`src/rtl/sipo_deser.sv`:
```
// sipo_deser: serial-to-parallel deserializer with one-word valid/ready holding register
// Ports:
//   clk, rst_n              clock, asynchronous active-low reset
//   s_valid, s_bit, s_start serial input; s_start marks the first bit of a word
//   s_ready                 serial bit accepted this cycle
//   p_valid, p_data         holding register occupancy and assembled word
//   p_ready                 downstream takes the word this cycle
//   frame_err, ovr_err      sticky error flags, cleared by clr_err
module sipo_deser #(
  parameter int WIDTH = 4,
  parameter bit MSB_FIRST = 1
) (
  input  logic             clk,
  input  logic             rst_n,
  input  logic             s_valid,
  input  logic             s_bit,
  input  logic             s_start,
  output logic             s_ready,
  output logic             p_valid,
  output logic [WIDTH-1:0] p_data,
  input  logic             p_ready,
  output logic             frame_err,
  output logic             ovr_err,
  input  logic             clr_err
);
  localparam int CW = $clog2(WIDTH);
  typedef enum logic {EMPTY, FULL} st_t;
  st_t st, st_nx;
  logic [CW-1:0] cnt, cnt_nx;
  logic [WIDTH-1:0] shift, shift_nx, hold, shifted, started;
  logic last, acc, done;
  assign last = cnt == CW'(WIDTH-1);
  // only the completing bit can stall, and only while the held word is not being taken
  assign s_ready = !(p_valid && !p_ready && last);
  assign acc = s_valid && s_ready;
  assign done = acc && !s_start && last;
  assign p_valid = st == FULL;
  assign p_data = hold;
  assign shifted = MSB_FIRST ? {shift[WIDTH-2:0], s_bit} : {s_bit, shift[WIDTH-1:1]};
  // s_start discards the partial word and makes s_bit the first bit of a fresh one
  assign started = MSB_FIRST ? {{(WIDTH-1){1'b0}}, s_bit} : {s_bit, {(WIDTH-1){1'b0}}};
  always_comb begin
    shift_nx = !acc ? shift : s_start ? started : shifted;
    cnt_nx = !acc ? cnt : s_start ? CW'(1) : last ? '0 : cnt + CW'(1);
    st_nx = done ? FULL : p_ready ? EMPTY : st;
  end
  always_ff @(posedge clk or negedge rst_n) begin
    if (!rst_n) begin
      st <= EMPTY;
      cnt <= '0;
      shift <= '0;
      hold <= '0;
      frame_err <= 1'b0;
      ovr_err <= 1'b0;
    end else begin
      st <= st_nx;
      cnt <= cnt_nx;
      shift <= shift_nx;
      hold <= done ? shift_nx : hold;
      frame_err <= (acc && s_start && cnt != '0) || (frame_err && !clr_err);
      ovr_err <= (s_valid && !s_ready) || (ovr_err && !clr_err);
    end
  end
endmodule

```
`config.mk`:
```
export PLATFORM = sky130hd
export DESIGN_NAME = sipo_deser
export DESIGN_NICKNAME = d
export VERILOG_FILES = /design/src/rtl/sipo_deser.sv
export SDC_FILE = /design/constraint.sdc
export NUM_CORES = 1
export LEC_CHECK = 0
export ABC_AREA = 1
export BUFFER_PORTS_ARGS = -buffer_cell sky130_fd_sc_hd__buf_2
export CAP_MARGIN = 10
export CORE_AREA = 2 2 39 41
export CTS_BUF_LIST = sky130_fd_sc_hd__clkbuf_8
export CTS_CLUSTER_SIZE = 30
export DETAILED_ROUTE_END_ITERATION = 16
export DIE_AREA = 0 0 41 43
export HOLD_SLACK_MARGIN = 0.15
export PLACE_DENSITY = 0.72
export SYNTH_ARGS = -nofsm -noshare
export SYNTH_HDL_FRONTEND = slang
export SYNTH_SLANG_ARGS = --single-unit
```
`constraint.sdc`:
```
create_clock -name clk -period 1.3 [get_ports clk]
set_input_delay 0.13 -clock clk [delete_from_list [all_inputs] [get_ports clk]]
set_output_delay 0.13 -clock clk [all_outputs]
set_load 0.01 [all_outputs]
```
==> results of run 1 <==
## area by class of cell
cell class | count | area, um^2 | area share
clock inverter | 1 | 3.754 | 0.004754
sequential | 13 | 325.3 | 0.4120
timing repair buffer | 16 | 90.09 | 0.1141
inverter | 12 | 45.04 | 0.05705
tap | 16 | 20.02 | 0.02536
multi-input combinational | 43 | 264.0 | 0.3344
clock buffer | 3 | 41.29 | 0.05230
## layer usage
metal  vias to the layer above  part of all wire  track usage
li1                        248                 -            -
met1                       207              0.46       0.2055
met2                        13              0.47       0.2313
met3                         2             0.061      0.03665
met4                         0            0.0073       0.1000
met5                         -                 0            0
## placed cells by master, fill, tap and decap left out, types with 2 or more instances in the layout
cell type | Yosys | layout
o21ai_1 | 3 | 3
buf_2 | 0 | 14
nand2_1 | 17 | 17
clkbuf_8 | 0 | 3
nand2_2 | 8 | 8
dfrtp_1 | 13 | 13
nor2_1 | 4 | 4
nand3_1 | 4 | 4
inv_1 | 9 | 10
inv_2 | 2 | 2
dlygate4sd3_1 | 0 | 2
## power groups by stage
stage	Sequential (mW)	Clock, mW	Combinational [mW]
4_1_cts	0.525	0.351	0.270
3_5_place_dp	0.528	0	0.261
3_3_place_gp	0.529	0	0.248
5_1_grt	0.543	0.372	0.309
6_report	0.530	0.339	0.268
2_1_floorplan	0.552	0	0.132
## critical path, delay by kind of cell (launching register included)
kind          cells  cell delay, ns
fa+ha+maj         1            0.19
simple gates      1            0.12
buf+inv           1            0.15
flops             1            0.41
## state kept, by name, indices dropped and copies added, names as in the netlist
register / count
cnt: 2
p_valid: 1
p_data: 4
frame_err: 1
shift: 4
ovr_err: 1
## cell families (layout without fill, tap and decap cells)
logic type | count (synthesis) | in the layout | synth area share
AOI/OAI and AO/OA | 4 | 4 | 0.03420
adders and majority gates | 2 | 2 | 0.04024
buffers and inverters | 12 | 32 | 0.07243
DFF | 13 | 13 | 0.5231
and+or+nand+nor | 37 | 37 | 0.3300
## through the flow
step	hold slack, ns	util	std cells	power [mW]
4_1_cts	0.1873	0.5633	104	1.147
3_3_place_gp	0.02957	0.5145	98	0.7767
2_1_floorplan	-0.1656	-	68	0.6841
5_1_grt	0.2082	0.5705	104	1.224
6_report	0.1932	0.5705	104	1.137
3_5_place_dp	0.03347	0.5145	98	0.7893
## timing repair
item                                    in CTS  in global routing
hold endpoints to repair                    15                  0
hold buffers                                 2                  0
endpoints found under the setup margin       1                  1
resized for setup                            1                  1
pin swaps                                    0                  0
## worst max-delay path by stage
stage / startpoint / to / slack [ns] / cells after the start
2_1_floorplan: cnt[0] / p_data[0] / 0.13 / 7
3_3_place_gp: cnt[0] / p_data[2] / 0.1 / 7
3_5_place_dp: cnt[0] / p_data[1] / 0.07 / 7
4_1_cts: cnt[0] / s_ready / 0.04 / 3
5_1_grt: cnt[0] / s_ready / 0.02 / 3
6_report: cnt[0] / s_ready / 0.07 / 3
==> out/results.tsv, run 1 <==
stage	metric	value	unit
timing	skew	0.002473	ns
detailed_routing	drtPass1Iterations	2	
cells_and_area	fillers	138	
timing	period_minus_slack	1.229	ns
yosys	async_reset_ff_frac	1.000	
power_and_ir_drop	p_clk_frac	0.298	
min_path	whs_path_depth	3	
floorplanning	ios	15	
cells_and_area	area_delta_synth_final	26.96	%
detailed_routing	drtIter0Drc	2	
critical_path	slowest_stage	dfrtp_1	
timing	worstMarginPinSlew	0.2921	ns
critical_path	path_cells	ha_4, nand3_4, buf_2	
min_path	hp-start	s_bit	
min_path	hold_path_end	shift[0]	
critical_path	reg2reg_depth	7	
power_and_ir_drop	pwr-share-comb	0.235	
detailed_routing	dr_total_vias	470	
place	placed_area	711.9	um^2
clock_tree	root_buffer	clkbuf_8	
timing	setup-tns-final	0	ns
yosys	ys.warnings.count	0	
power_and_ir_drop	seqPwrFrac	0.466	
floorplanning	core_area	1384	um^2
clock_tree	htreeDepth	1	
clock_tree	cts_setup_buffers	0	
yosys	synthCells	68	
timing	setup_viol	0	
critical_path	setup.worst_path.start_class	register	
critical_path	cp.required	1.17	ns
detailed_routing	avgViaCountPerCell	4.519	
min_path	hp-class	in2reg	
place	hpwl	860.7	um
yosys	synthTopCellsByArea	dfrtp_1 52%, nand2_1 10%, nand2_2 8.0%	
power_and_ir_drop	leakagePower	0.4272	nW
yosys	syn_area	621.8	um^2
place	gp_congestion	0.7639	
yosys	synthFlopType	dfrtp_1	
yosys	ys_ff_latch	13	
cells_and_area	drive_gt1_frac	0.3636	
critical_path	regToRegSetupSlack	0.16	ns
clock_tree	numClockSinks	13	
power_and_ir_drop	ir_drop	0.0008485	V
detailed_routing	route.detailed.wl_per_inst	10.53	um
timing	slew_headroom	0.8052	
critical_path	crit_fanout	7	
yosys	synth.distinct_cells	15	
critical_path	reg2reg_to	p_data[1]	
detailed_routing	routed_wl	1.095	mm
clock_tree	cts_tree	built	
critical_path	worstPathArrival	1.10	ns
global_route	track_usage	0.1597	
clock_tree	clk-insertion-delay-late	0.24	ns
clock_tree	cts_buffer_depth	2	
clock_tree	path_clk_slew	0.05	ns
timing	hold_viol	0	
place	preCtsSetupSlack	0.06592	ns
global_route	antenna_found_initial	0	
cells_and_area	nets	98	
yosys	synth_nets	77	
timing	drv_slew	0	
yosys	synth_edf_count	0	
timing	rsz0062_at_grt	no	
timing	max_freq	0.8139	GHz
power_and_ir_drop	intPower	0.8038	mW
global_route	grt_pass1_vias	442	
clock_tree	cts_buffers	3	
global_route	grt_max_degree	14	
floorplanning	dieArea	1763	um^2
detailed_routing	route.detailed.drc	0	
critical_path	crit_path_end_kind	output port	
outcome	status	finished, final reports clean	
power_and_ir_drop	power_density	1441	nW/um^2
yosys	yosysTopAreaCell	dfrtp_1	
floorplanning	die_height	43	um
global_route	grt_pass1_wl	1.828	mm
power_and_ir_drop	switching_power	0.3337	mW
yosys	synth_common_cells	17 x nand2_1, 13 x dfrtp_1, 9 x inv_1, 8 x nand2_2	
floorplanning	fp.dieW	41	um
yosys	avgSynthCellArea	9.145	um^2
detailed_routing	ant_nets	0	
timing	fin_crit_sh	0.9451	
cells_and_area	diodes	0	
critical_path	r2r-start	cnt[0]	
floorplanning	start_util	0.4494	
critical_path	worstSetupPathType	reg2out	
floorplanning	core.rowCount	14	
yosys	seq_area_frac_synth	0.5231	
job	maxCapViolCount	0	
yosys	synth.most_common_cell	nand2_1	
place	io_buffers	14	
power_and_ir_drop	sw_frac_of_total	0.2933	
cells_and_area	post-route-cell-area	789.5	um^2
yosys	synth.top_cell.area_share	0.5231	
critical_path	slowest_delay	0.41	ns
timing	fin_ws	0.07136	ns
global_route	grt_overflow	0	
(Power assumes the default switching activity.)
==> run 2, diff against run 1 <==
==> constraint.sdc (replaced) <==
create_clock -name clk -period 1.3 [get_ports clk]
set_input_delay 0.13 -clock clk [delete_from_list [all_inputs] [get_ports clk]]
set_output_delay 0.13 -clock clk [all_outputs]
set_load 0.005 [all_outputs]
==> run 2 against run 1 <==
Against the previous run:
- wire length fell by 1.0%
- non-clock buffer count stayed put
- count of clock-buffer cells in the layout stayed put
- register-to-register slack worse by 0.02 ns
- power is 2.9% lower
- sequential power shrank 1%
- critical endpoint unchanged
- combinational power down 10%
- worst setup slack better by 0.00064 ns
- global-route usage unchanged
==> out/results.tsv, run 2 (synthesized netlist as in run 1, its figures left out) <==
stage	metric	value	unit
cells_and_area	multi_input_area	254.0	um^2
power_and_ir_drop	switching_power	0.3068	mW
cells_and_area	seq_area	325.3	um^2
detailed_routing	routed_wl	1.084	mm
global_route	grt_overflow	0	
timing	period_minus_slack	1.228	ns
cells_and_area	layout.cells.non_filler	104	
detailed_routing	dr_total_vias	470	
power_and_ir_drop	power_density	1416	nW/um^2
critical_path	slowest_stage	dfrtp_1	
critical_path	worst-path-buf-inv	1	
clock_tree	htreeDepth	1	
place	io_buffers	14	
timing	hold_ws	0.1928	ns
floorplanning	dieArea	1763	um^2
clock_tree	path_clk_slew	0.05	ns
floorplanning	core.rowCount	14	
global_route	grt_pass1_vias	442	
critical_path	crit_fanout	7	
place	dp_cells	98	
clock_tree	cts_tree	built	
job	maxCapViolCount	0	
timing	worstMarginPinSlew	0.2913	ns
clock_tree	cts_setup_buffers	0	
critical_path	crit_path_end_kind	output port	
min_path	hp-class	in2reg	
floorplanning	fp.dieW	41	um
cells_and_area	drive_gt1_frac	0.3636	
cells_and_area	diodes	0	
detailed_routing	route.detailed.wl_per_inst	10.42	um
critical_path	cp.required	1.17	ns
critical_path	worstPathArrival	1.10	ns
timing	fin_crit_sh	0.9446	
floorplanning	start_util	0.4494	
clock_tree	cts_buffer_depth	2	
global_route	antenna_found_initial	0	
clock_tree	numClockSinks	13	
timing	slew_headroom	0.8058	
place	gp_congestion	0.7639	
detailed_routing	drtPass1Iterations	2	
power_and_ir_drop	seqPwrFrac	0.474	
power_and_ir_drop	leakagePower	0.4258	nW
place	hpwl	860.7	um
cells_and_area	area_delta_synth_final	25.35	%
power_and_ir_drop	intPower	0.7972	mW
outcome	status	finished, final reports clean	
clock_tree	root_buffer	clkbuf_8	
detailed_routing	route.detailed.drc	0	
detailed_routing	drtIter0Drc	3	
timing	hold_viol	0	
cells_and_area	fillers	139	
floorplanning	die_height	43	um
critical_path	setup.worst_path.start_class	register	
power_and_ir_drop	p_clk_frac	0.308	
global_route	grt_pass1_wl	1.828	mm
place	placed_area	711.9	um^2
critical_path	slowest_delay	0.35	ns
critical_path	path_cells	ha_2, nand3_4, buf_2	
timing	setup_viol	0	
clock_tree	clk-insertion-delay-late	0.24	ns
cells_and_area	nets	98	
power_and_ir_drop	ir_drop	0.0008379	V
critical_path	worstSetupPathType	reg2out	
power_and_ir_drop	pwr-share-comb	0.218	
floorplanning	core_area	1384	um^2
clock_tree	cts_buffers	3	
timing	setup-tns-final	0	ns
timing	skew	0.002819	ns
floorplanning	ios	15	
detailed_routing	avgViaCountPerCell	4.519	
cells_and_area	layout_commonest_cell	nand2_1	
cells_and_area	post-route-cell-area	779.5	um^2
cells_and_area	final_cell_mix	17 x nand2_1, 14 x buf_2, 13 x dfrtp_1	
global_route	grt_max_degree	14	
timing	max_freq	0.8143	GHz
power_and_ir_drop	sw_frac_of_total	0.2779	
global_route	track_usage	0.1597	
detailed_routing	ant_nets	0	
timing	drv_slew	0	
critical_path	path_delay_family	flip-flops	
timing	rsz0062_at_grt	no	
run 2: cell types whose count changed in the layout (fill, tap and decap cells not counted):
cell / change
ha_2: +1
ha_4: -1
run 2: layout make-up:
cell class              count  area share
repair buffers             16      0.1156
clock buffers               3     0.05297
well taps                  16     0.02568
flip-flops and latches     13      0.4173
multi-input cells          43      0.3258
clock inverters             1    0.004815
inverters                  12     0.05778
run 2: worst register-to-register path, stage by stage (launching register included):
cell and delay, ns:
dfrtp_1 0.38, ha_2 0.22, nand3_4 0.13, nand2_4 0.10, nand2_2 0.07, nand2_2 0.05, nand2_1 0.05, nand2_1 0.05
run 2: timing repair:
item | in CTS | in global routing
endpoints found under the hold margin | 15 | 0
setup endpoints to repair | 1 | 0
hold buffers | 2 | 0
resized for setup | 1 | 0
run 2: layer usage:
metal	vias to the layer above	routed length, um	GRT usage
met2	13	513	0.2313
met3	2	67	0.03665
met4	0	8	0.1000
met5	-	0	0
li1	248	-	-
met1	207	495	0.2055
run 2: power groups by stage:
stage | combinational (mW) | sequential, mW | clock (mW)
2_1_floorplan | 0.132 | 0.532 | 0
3_3_place_gp | 0.227 | 0.529 | 0
3_5_place_dp | 0.240 | 0.528 | 0
4_1_cts | 0.249 | 0.525 | 0.351
5_1_grt | 0.282 | 0.534 | 0.372
6_report | 0.241 | 0.523 | 0.340
run 2: path summary, 6_finish.rpt:
| path | startpoint | end | slack, ns | depth (start not counted) |
|---|---|---|---|---|
| max | cnt[0] | s_ready | 0.07 | 3 |
| min | s_bit | shift[0] | 0.19 | 3 |
| max reg2reg | cnt[0] | p_data[1] | 0.14 | 7 |
| min reg2reg | p_data[3] | p_data[3] | 0.48 | 2 |
| max in group asynchronous | rst_n | p_data[3] | 0.76 | 2 |
| min in group asynchronous | rst_n | p_valid | 0.31 | 2 |
run 2: metrics by stage:
| stage | setup WS (ns) | power, mW | util |
|---|---|---|---|
| 3_3_place_gp | 0.09886 | 0.7560 | 0.5145 |
| 5_1_grt | 0.009087 | 1.188 | 0.5633 |
| 3_5_place_dp | 0.06592 | 0.7685 | 0.5145 |
| 2_1_floorplan | 0.1493 | 0.6644 | - |
| 4_1_cts | 0.05411 | 1.126 | 0.5633 |
| 6_report | 0.07199 | 1.104 | 0.5633 |
